**src/rtl/multicycle_adder_pkg.sv**
```systemverilog
// Shared types and elaboration helpers for the multi-cycle ripple adder.
//
// Contents:
//   state_t  - controller states (IDLE, RUN, DONE)
//   nch()    - number of CHUNK-bit slices in a WIDTH-bit operand
//   cnt_w()  - slice counter width, never less than one bit
package multicycle_adder_pkg;

    typedef enum logic [1:0] {
        IDLE = 2'd0,
        RUN  = 2'd1,
        DONE = 2'd2
    } state_t;

    function automatic int nch(input int width, input int chunk);
        return width / chunk;
    endfunction

    function automatic int cnt_w(input int n);
        if (n <= 1) begin
            return 1;
        end
        return $clog2(n);
    endfunction

endpackage

```
**src/rtl/multicycle_adder_chunk.sv**
```systemverilog
// Combinational CHUNK-bit adder slice with carry in/out.
//
// Optional build macro: MULTICYCLE_ADDER_OVF_EN adds msb_cin, the carry
// into the slice's top bit, used for signed overflow detection.
//
// Ports:
//   a, b     in   CHUNK  slice operands
//   cin      in   1      carry into bit 0
//   s        out  CHUNK  slice sum
//   cout     out  1      carry out of the top bit
//   msb_cin  out  1      carry into the top bit (MULTICYCLE_ADDER_OVF_EN only)
module adder_chunk #(
    parameter int CHUNK = 4
) (
    input  logic [CHUNK-1:0] a,
    input  logic [CHUNK-1:0] b,
    input  logic             cin,
    output logic [CHUNK-1:0] s,
    output logic             cout
`ifdef MULTICYCLE_ADDER_OVF_EN
    ,output logic            msb_cin
`endif
);

    logic [CHUNK:0] total;

    assign total = {1'b0, a} + {1'b0, b} + {{CHUNK{1'b0}}, cin};
    assign s     = total[CHUNK-1:0];
    assign cout  = total[CHUNK];

`ifdef MULTICYCLE_ADDER_OVF_EN
    // The sum bit is a ^ b ^ carry_in, so the carry into the top bit falls
    // out of the top bits without a second partial adder.
    assign msb_cin = a[CHUNK-1] ^ b[CHUNK-1] ^ total[CHUNK-1];
`endif

endmodule

```
**src/rtl/multicycle_adder.sv**
```systemverilog
// Multi-cycle ripple adder: adds a + b + cin, CHUNK bits per clock, LSB
// slice first, with the inter-slice carry held in a register.
//
// Optional build macro: MULTICYCLE_ADDER_OVF_EN adds the ovf output
// (signed two's-complement overflow, registered alongside cout).
//
// Ports:
//   clk        in   1      rising-edge clock
//   rst        in   1      asynchronous active-low reset
//   in_valid   in   1      a/b/cin valid
//   in_ready   out  1      operands can be accepted
//   a, b       in   WIDTH  operands
//   cin        in   1      carry-in
//   block      in   1      stall: freezes accept and computation
//   out_valid  out  1      sum/cout hold a result not yet taken
//   out_ready  in   1      consumer takes the result
//   sum        out  WIDTH  registered result (mod 2^WIDTH)
//   cout       out  1      registered carry-out of the MSB
//   ovf        out  1      signed overflow (MULTICYCLE_ADDER_OVF_EN only)
//
// state | meaning
// IDLE  | waiting for operands; in_ready = ~block
// RUN   | adding one slice per unblocked cycle
// DONE  | result presented until out_ready
module multicycle_adder
    import multicycle_adder_pkg::*;
#(
    parameter int WIDTH = 16,
    parameter int CHUNK = 4
) (
    input  logic             clk,
    input  logic             rst,
    input  logic             in_valid,
    output logic             in_ready,
    input  logic [WIDTH-1:0] a,
    input  logic [WIDTH-1:0] b,
    input  logic             cin,
    input  logic             block,
    output logic             out_valid,
    input  logic             out_ready,
    output logic [WIDTH-1:0] sum,
    output logic             cout
`ifdef MULTICYCLE_ADDER_OVF_EN
    ,output logic            ovf
`endif
);

    localparam int NCH = nch(WIDTH, CHUNK);
    localparam int CW  = cnt_w(NCH);

    if (WIDTH % CHUNK != 0) begin : g_bad_chunk
        $error("multicycle_adder: WIDTH must be a multiple of CHUNK");
    end

    state_t            state_q, state_d;
    logic [CW-1:0]     cnt_q, cnt_d;
    logic              carry_q, carry_d;
    logic [WIDTH-1:0]  op_a_q, op_a_d;
    logic [WIDTH-1:0]  op_b_q, op_b_d;
    logic [WIDTH-1:0]  acc_q, acc_d;
    logic [WIDTH-1:0]  sum_q, sum_d;
    logic              cout_q, cout_d;
    logic              out_valid_q, out_valid_d;

    logic [CHUNK-1:0]  slice_a, slice_b, slice_s;
    logic              slice_c;

`ifdef MULTICYCLE_ADDER_OVF_EN
    logic              ovf_q, ovf_d;
    logic              slice_msb_cin;
`endif

    assign slice_a = op_a_q[int'(cnt_q)*CHUNK +: CHUNK];
    assign slice_b = op_b_q[int'(cnt_q)*CHUNK +: CHUNK];

    adder_chunk #(.CHUNK(CHUNK)) u_chunk (
        .a       (slice_a),
        .b       (slice_b),
        .cin     (carry_q),
        .s       (slice_s),
        .cout    (slice_c)
`ifdef MULTICYCLE_ADDER_OVF_EN
        ,.msb_cin(slice_msb_cin)
`endif
    );

    always_ff @(posedge clk or negedge rst) begin
        if (!rst) begin
            state_q     <= IDLE;
            cnt_q       <= '0;
            carry_q     <= 1'b0;
            op_a_q      <= '0;
            op_b_q      <= '0;
            acc_q       <= '0;
            sum_q       <= '0;
            cout_q      <= 1'b0;
            out_valid_q <= 1'b0;
`ifdef MULTICYCLE_ADDER_OVF_EN
            ovf_q       <= 1'b0;
`endif
        end else begin
            state_q     <= state_d;
            cnt_q       <= cnt_d;
            carry_q     <= carry_d;
            op_a_q      <= op_a_d;
            op_b_q      <= op_b_d;
            acc_q       <= acc_d;
            sum_q       <= sum_d;
            cout_q      <= cout_d;
            out_valid_q <= out_valid_d;
`ifdef MULTICYCLE_ADDER_OVF_EN
            ovf_q       <= ovf_d;
`endif
        end
    end

    always_comb begin
        state_d     = state_q;
        cnt_d       = cnt_q;
        carry_d     = carry_q;
        op_a_d      = op_a_q;
        op_b_d      = op_b_q;
        acc_d       = acc_q;
        sum_d       = sum_q;
        cout_d      = cout_q;
        out_valid_d = out_valid_q;
        in_ready    = 1'b0;
`ifdef MULTICYCLE_ADDER_OVF_EN
        ovf_d       = ovf_q;
`endif

        case (state_q)
            IDLE: begin
                in_ready = ~block;
                if (in_valid && !block) begin
                    op_a_d  = a;
                    op_b_d  = b;
                    carry_d = cin;
                    cnt_d   = '0;
                    state_d = RUN;
                end
            end
            RUN: begin
                if (!block) begin
                    acc_d[int'(cnt_q)*CHUNK +: CHUNK] = slice_s;
                    carry_d = slice_c;
                    cnt_d   = cnt_q + CW'(1);
                    if (cnt_q == CW'(NCH - 1)) begin
                        // acc_d already carries the final slice here
                        sum_d       = acc_d;
                        cout_d      = slice_c;
                        out_valid_d = 1'b1;
                        state_d     = DONE;
`ifdef MULTICYCLE_ADDER_OVF_EN
                        ovf_d       = slice_msb_cin ^ slice_c;
`endif
                    end
                end
            end
            DONE: begin
                if (out_ready) begin
                    out_valid_d = 1'b0;
                    state_d     = IDLE;
                end
            end
            default: begin
                state_d = IDLE;
            end
        endcase
    end

    assign out_valid = out_valid_q;
    assign sum       = sum_q;
    assign cout      = cout_q;
`ifdef MULTICYCLE_ADDER_OVF_EN
    assign ovf       = ovf_q;
`endif

endmodule

```
**config.mk**
```make
export PLATFORM = sky130hd
export DESIGN_NAME = multicycle_adder
export DESIGN_NICKNAME = d
export VERILOG_FILES = /design/src/rtl/multicycle_adder_pkg.sv /design/src/rtl/multicycle_adder_chunk.sv /design/src/rtl/multicycle_adder.sv
export SDC_FILE = /design/constraint.sdc
export NUM_CORES = 1
export LEC_CHECK = 0
export BUFFER_PORTS_ARGS = -buffer_cell sky130_fd_sc_hd__buf_2
export CORE_MARGIN = 10
export CORE_UTILIZATION = 45
export CTS_BUF_LIST = sky130_fd_sc_hd__clkbuf_16
export DETAILED_ROUTE_END_ITERATION = 8
export PLACE_DENSITY = 0.68
export SKIP_CTS_REPAIR_TIMING = 1
export SLEW_MARGIN = 20
export SYNTH_ARGS = -nofsm -noshare
export SYNTH_HDL_FRONTEND = slang
export SYNTH_HIERARCHICAL = 1
export SYNTH_SLANG_ARGS = --single-unit
```
**constraint.sdc**
```tcl
create_clock -name clk -period 4.91 [get_ports clk]
set_input_delay 0.2455 -clock clk [delete_from_list [all_inputs] [get_ports clk]]
set_output_delay 0.2455 -clock clk [all_outputs]
set_load 0.05 [all_outputs]
```
Word level (Yosys, flattened, before mapping)

Index checks and enable logic that the tools add are counted.

Bits in registers: 71
Output and inout port bits: 19
Memory bits (writable): 0
Memories kept: 0
Bits in latches: 0
Logic and storage cells: 53
ROM bits: 0
Input port bits: 38

Divide/modulo/power cells: 0
Equality and inequality tests: 7
Muxes and demuxes: 17
Magnitude comparators: 0
Multiply operators: 0
Reductions and logical operators: 11
Add/sub/neg operators: 4
Shifts and indexed selects: 4
Bitwise logic cells: 1

Operators by type and width:

| cell                                                  | number |
|---|---|
| negator 4 -> 33 bit                                   | 1 |
| variable shift 4 x 33 -> 16 bit, first input constant | 1 |
| indexed part select 4 x 33 -> 16 bit                  | 1 |
| indexed part select 16 x 5 -> 4 bit                   | 2 |
| bitwise mux 16 bit                                    | 1 |
| two-way mux 2 bit                                     | 6 |
| != test 2 bit, second input constant                  | 4 |
| AND reduction 4 bit                                   | 2 |
| two-way mux 1 bit                                     | 6 |
| one-hot mux 2 bit (3 select lines)                    | 1 |
| AND reduction 3 bit                                   | 2 |
| adder 4 x 4 -> 5 bit                                  | 1 |
| adder 5 x 1 -> 5 bit                                  | 1 |
| equality test 2 bit, second input constant            | 2 |
| one-hot mux 1 bit (2 select lines)                    | 2 |
| one-hot mux 2 bit (2 select lines)                    | 1 |
| AND reduction 2 bit                                   | 2 |
| nonzero test 2 bit                                    | 2 |
| adder 2 x 1 -> 2 bit, second input constant           | 1 |
| equality test 2 x 1 -> 1 bit, second input constant   | 1 |
| logical NOT 2 bit                                     | 1 |
| logical AND 1 bit                                     | 1 |
| logical NOT 1 bit                                     | 1 |
| NOT 1 bit                                             | 1 |

Depth between registers and ports, before layout

Word-level depth: 5
Depth in mapped cells: 11
Depth with buffers taken out: 9

By module

The synthesis kept the hierarchy.

By module, submodules not included:

| module           | instances | cells each | area an instance (µm²) | sequential area each (µm²) |
|---|---|---|---|---|
| multicycle_adder | 1         | 227        | 3,086.7                | 1,676.6 |
| adder_chunk      | 1         | 16         | 143.9                  | 0.0 |

Worst setup path after synthesis

Ideal clock, no wire load.

Path kind: register to register
Start: register cnt_q[0]
End: register sum_q[5] (netlist: sum[5])
Required time: 4,828 ps
Stages on the path, launching flop included: 11
Setup slack: 2,114 ps
Library setup time: 82 ps
Arrival time: 2,714 ps
Period minus slack after synthesis: 2,796 ps
Buffers on the path: 3
Cell sequence: dfrtp_1 buf_2 buf_2 mux4_2 fa_1 inv_1 fa_1 inv_1 buf_1 nand4_1 a31oi_1

Cells in the longest elaborated chain, start to end: 5
Elaborated cells between the ends (all ways): 10
Those cells by class: 3 x add/sub; 1 x eq/ne; 4 x shift; 1 x mux; 1 x reduce/logical

RTL lines:

| what                                 | RTL line                     | RTL |
|---|---|---|
| start: declaration                   | multicycle_adder.sv:56       | `logic [CW-1:0] cnt_q, cnt_d;` |
| start signal: assignment             | multicycle_adder.sv:103      | `cnt_q <= cnt_d;` |
| indexed part select 16 x 5 -> 4 bit  | multicycle_adder.sv:74       | `assign slice_b = op_b_q[int'(cnt_q)*CHUNK +: CHUNK];` |
| named net slice_b[0]                 | multicycle_adder.sv:65       | `logic [CHUNK-1:0] slice_a, slice_b, slice_s;` |
| adder 4 x 4 -> 5 bit                 | multicycle_adder_chunk.sv:27 | `assign total = {1'b0, a} + {1'b0, b} + {{CHUNK{1'b0}}, cin};` |
| adder 5 x 1 -> 5 bit                 | multicycle_adder_chunk.sv:27 |  |
| named net slice_s[1]                 | multicycle_adder.sv:65       |  |
| indexed part select 4 x 33 -> 16 bit | multicycle_adder.sv:145      | `acc_d[int'(cnt_q)*CHUNK +: CHUNK] = slice_s;` |
| bitwise mux 16 bit                   | multicycle_adder.sv:145      |  |
| end signal: assignment               | multicycle_adder.sv:108      | `sum_q <= sum_d;` |
| end: declaration                     | multicycle_adder.sv:61       | `logic [WIDTH-1:0] sum_q, sum_d;` |

The timed path passes the listed nets, and every way through them passes these cells.
A chain may end at the register's enable or synchronous reset.

Final worst setup path

Start: register cnt_q[0]
End: register sum_q[3] (netlist: sum[3])

Cells in the longest elaborated chain, start to end: 5
Elaborated cells between the ends (all ways): 10
Those cells by class: 3 x add/sub; 1 x eq/ne; 4 x shift; 1 x mux; 1 x reduce/logical

RTL lines:

| what                                 | RTL line                     | RTL |
|---|---|---|
| indexed part select 16 x 5 -> 4 bit  | multicycle_adder.sv:73       | `assign slice_a = op_a_q[int'(cnt_q)*CHUNK +: CHUNK];` |
| named net slice_a[0]                 | multicycle_adder.sv:65       |  |
| adder 4 x 4 -> 5 bit                 | multicycle_adder_chunk.sv:27 |  |
| adder 5 x 1 -> 5 bit                 | multicycle_adder_chunk.sv:27 |  |
| named net slice_s[3]                 | multicycle_adder.sv:65       |  |
| indexed part select 4 x 33 -> 16 bit | multicycle_adder.sv:145      |  |
| bitwise mux 16 bit                   | multicycle_adder.sv:145      |  |

The timed path passes the listed nets, and every way through them passes these cells.

==> results.txt <==
----------------------------------------------------
[Timing]
  Number of max-slew violations in the final report ... 0
  Setup violation total in the final timing report ... 0
  Part of the cycle the worst path needs ... a little over three fifths
  RSZ-0062 raised after global routing ... false
  Peak Freq ... 0.3216 GHz
  Fin. Hold Viols ... 0
  Clock tree skew after final layout ... 0.008616 ns
  Worst-case headroom to the max-slew limit ... 44.60%
  Clock period minus final worst setup slack ... 3.109 ns
  Setup TNS ... 0 ns
  Slew @ Worst Pin ... 0.8311 ns

[Drt]
  Post-detailed-routing wire length ... 6.579 mm
  Antenna Nets Post-Route ... 0
  Length of the first detailed-routing pass in iterations ... 4
  Average via count per standard cell ... 5.354
  Routed length per instance ... 16.74 um
  Count of vias placed by the detailed router ... 2,104
  DR DRC count ... 0
  Initial detailed-routing violation count ... 46

[Die]
  Die width ... 104.7 um
  Die span in y ... between 100 and 150 um
  Number of placed I/O pins ... 57
  Core Box Area ... 6869 sq um
  Starting density of the core ... a little under half
  Die footprint ... 10,970 sq um
  Placement row count ... 30

[Flow run]
  # Max-Cap Violations ... 0

[Outcome]
  Run status ... completed

[Worst hold path]
  Type of the worst min-delay path ... primary input to asynchronous set/reset pin

[Clocking]
  CTS Root Buffer Type ... sky130_fd_sc_hd__clkbuf_16
  Clock-pin transition on the worst setup and hold timing paths ... 0.05 ns
  Clock latency reported for the late side of the worst-skew pair ... around 0.33 ns
  Clk sink count ... 67
  Number of H-tree branching levels ... 3
  Maximum buffer depth of the clock tree ... 2
  Number of buffers inserted during clock tree synthesis ... 9
  CTS tree ... done

[Cells and area]
  Share of final-layout standard cells stronger than drive strength 1 ... 39.06%
  Post-layout util ... 55.68%
  Net count of the finished layout ... 342
  Inserted Diodes ... 0
  Multi-input logic area ... 1399 sq um
  P&R area growth vs syn ... 18.40%
  Filler Cells Inserted ... 589
  Total area of sequential cells ... 1677 sq um

[Placed design]
  Final GP Congestion ... 0.7973
  Port Buf Inserts ... 56
  Detailed-placement wirelength estimate ... 4.709 mm

[Worst setup path]
  Setup crit end kind ... flip-flop
  Reg2reg start ... cnt_q[0]
  Required arrival time at the worst endpoint ... just over 5 ns
  Launching element type of the critical path ... flip-flop
  Maximum single-stage delay on the critical path ... 0.87 ns
  Kind of cell adding the most delay to the critical path ... flip-flops
  Cell type of the slowest stage on the worst timing path ... sky130_fd_sc_hd__dfrtp_1
  Startpoint of the worst setup timing path ... cnt_q[0]
  Chain of cells forming the critical path ... mux4_2 > fa_1 > a21o_1 > a21oi_2 > xnor2_1 > a221oi_1 > nor2_1
  Kind of critical path ... flip-flop to flip-flop
  CP Buf/Inv Count ... 0
  Critical Path AT ... ~3.3 ns
  Maximum fanout encountered on the critical timing path ... 19

[Pwr]
  Total power after layout ... 3.158 mW
  Cell Pwr Density ... 825.6 nW/um^2
  Cell leakage power ... 1.768 nW
  Maximum vdd drop ... 0.4816 mV

[Yosys]
  Cell area after synthesis ... around 3200 sq um
  Sequential share of the synthesized area ... between 50% and 60%
  Mapped Avg Cell Area ... 13.29 sq um
  Cell variety after synth ... 37
  Gate Count Post-Synth ... roughly 240
  Flip-flop and latch count after synthesis ... 67
  Post-Synthesis Net Count ... 291
  Yosys warns ... 6

[Global routing]
  Via count of the first global-routing pass ... about 2,300
  Total congestion overflow after global routing ... 0
  Global-route wire length before repair ... around 11 mm
  Pin count of the biggest net entering global routing ... a little under 70
  Overall track demand over capacity in global routing ... 12.35%
  Number of antenna violations at the first check in global routing ... 0

----------------------------------------------------
[cells by family (layout without fill, tap and decap cells)]
group	Yosys count	in the layout	synth area share [%]
adder cells (fa/ha/maj)	10	10	4.338
buffers and inverters	28	82	4.803
flip-flops	67	67	51.90
XOR/XNOR	2	2	0.5423
multiplexers	41	41	18.24
AND/OR/NAND/NOR	52	52	10.15
AO/OA/AOI/OAI	43	43	10.03
[cell usage after synthesis, drive strengths merged]
library cell	count	area, sq um
o211ai	1	7.510
nand3	1	5.000
xnor2	2	17.52
ha	8	100.1
nor4b	2	47.55
buf	15	106.4
and4	1	8.760
nor3	1	5.000
and4bb	2	25.02
nor3b	2	25.02
nand2	7	26.28
nor2b	3	18.77
a21o	1	7.510
and2	1	6.260
o21ai	5	25.02
a22o	17	148.9
clkbuf	3	11.26
mux4	8	180.2
a32oi	4	35.03
a21oi	6	33.78
a221oi	4	35.03
mux2	33	409.1
and3	1	6.260
a31oi	5	31.28
nor2	19	71.32
nand4bb	1	11.26
nand4	4	25.02
dfrtp	67	1677
nand2b	6	37.54
inv	10	37.54
or3b	1	8.760
fa	2	40.04
[cell type report]
cell class              instances  share of cell area [%]
flip-flops and latches         67                   43.83
multi-input cells             148                   36.57
repair buffers                 58                   7.720
clock buffers                   9                   5.888
well taps                      96                   3.140
clock inverters                 5                   1.865
inverters                      10                  0.9814
[state kept, by name, summed over array words and instances (netlist names), 2 cells and up]
signal and flops:
state_q 2, op_b_q 16, op_a_q 16, acc_q 12, cnt_q 2, sum 16
[power by group]
group	total (mW)	internal (mW)	switching, mW
registers	1.00	0.806	0.193
logic	1.51	0.600	0.909
clock network	0.649	0.433	0.217
total	3.16	1.84	1.32
[placed cells by master (no fill, tap or decap), types with 3 or more instances in the layout]
| master | n |
|---|---|
| sky130_fd_sc_hd__mux2_4 | 10 |
| sky130_fd_sc_hd__nand2_1 | 7 |
| sky130_fd_sc_hd__a22o_1 | 17 |
| sky130_fd_sc_hd__a21oi_1 | 5 |
| sky130_fd_sc_hd__o21ai_0 | 5 |
| sky130_fd_sc_hd__inv_1 | 11 |
| sky130_fd_sc_hd__ha_1 | 8 |
| sky130_fd_sc_hd__a221oi_1 | 4 |
| sky130_fd_sc_hd__buf_2 | 56 |
| sky130_fd_sc_hd__clkbuf_16 | 9 |
| sky130_fd_sc_hd__nor2_1 | 19 |
| sky130_fd_sc_hd__dfrtp_1 | 67 |
| sky130_fd_sc_hd__mux2_2 | 21 |
| sky130_fd_sc_hd__mux4_2 | 8 |
| sky130_fd_sc_hd__nand2b_1 | 6 |
| sky130_fd_sc_hd__nor2b_1 | 3 |
| sky130_fd_sc_hd__nand4_1 | 4 |
| sky130_fd_sc_hd__a32oi_1 | 4 |
| sky130_fd_sc_hd__a31oi_1 | 5 |
[final timing paths]
kind / end / slack, ns / cells past startpoint
worst max-delay path: sum[3] / 1.80 / 7
worst max register to register: sum[3] / 1.80 / 7
min in group clk: state_q[1] / 0.13 / 2
max in group asynchronous: op_a_q[0] / 4.25 / 2
worst min-delay path: cout / 0.09 / 2
worst min register to register: cout / 0.48 / 2
[worst register-to-register path, delay by kind of cell, from the launching register on]
kind,cells,cell delay [ns]
flip-flops,1,0.87
AO/OA/AOI/OAI,3,0.74
multiplexers,1,0.62
adder cells (fa/ha/maj),1,0.44
XOR/XNOR,1,0.21
AND/OR/NAND/NOR,1,0.10
[per-layer routing]
layer / up-vias / track usage, % / part of all wire, %
li1: 989 / - / -
met1: 1041 / 14.40 / 43
met2: 64 / 18.91 / 47
met3: 10 / 5.283 / 8.0
met4: 0 / 6.569 / 1.7
met5: - / 0 / 0
[per-stage QoR]
| step | instances | worst slack [ns] | instance area (sq um) | hold slack [ns] |
|---|---|---|---|---|
| final | 393 | 1.801 | 3825 | 0.09484 |
| after floorplan | 243 | 2.114 | 3231 | -0.05009 |
| after global routing | 393 | 1.588 | 3825 | 0.1400 |
| after CTS | 393 | 1.795 | 3825 | 0.1231 |
| after detailed placement | 379 | 1.791 | 3528 | 0.4684 |
| after global placement | 379 | 1.892 | 3528 | 0.4548 |
Power figures use the tool's default switching activity.
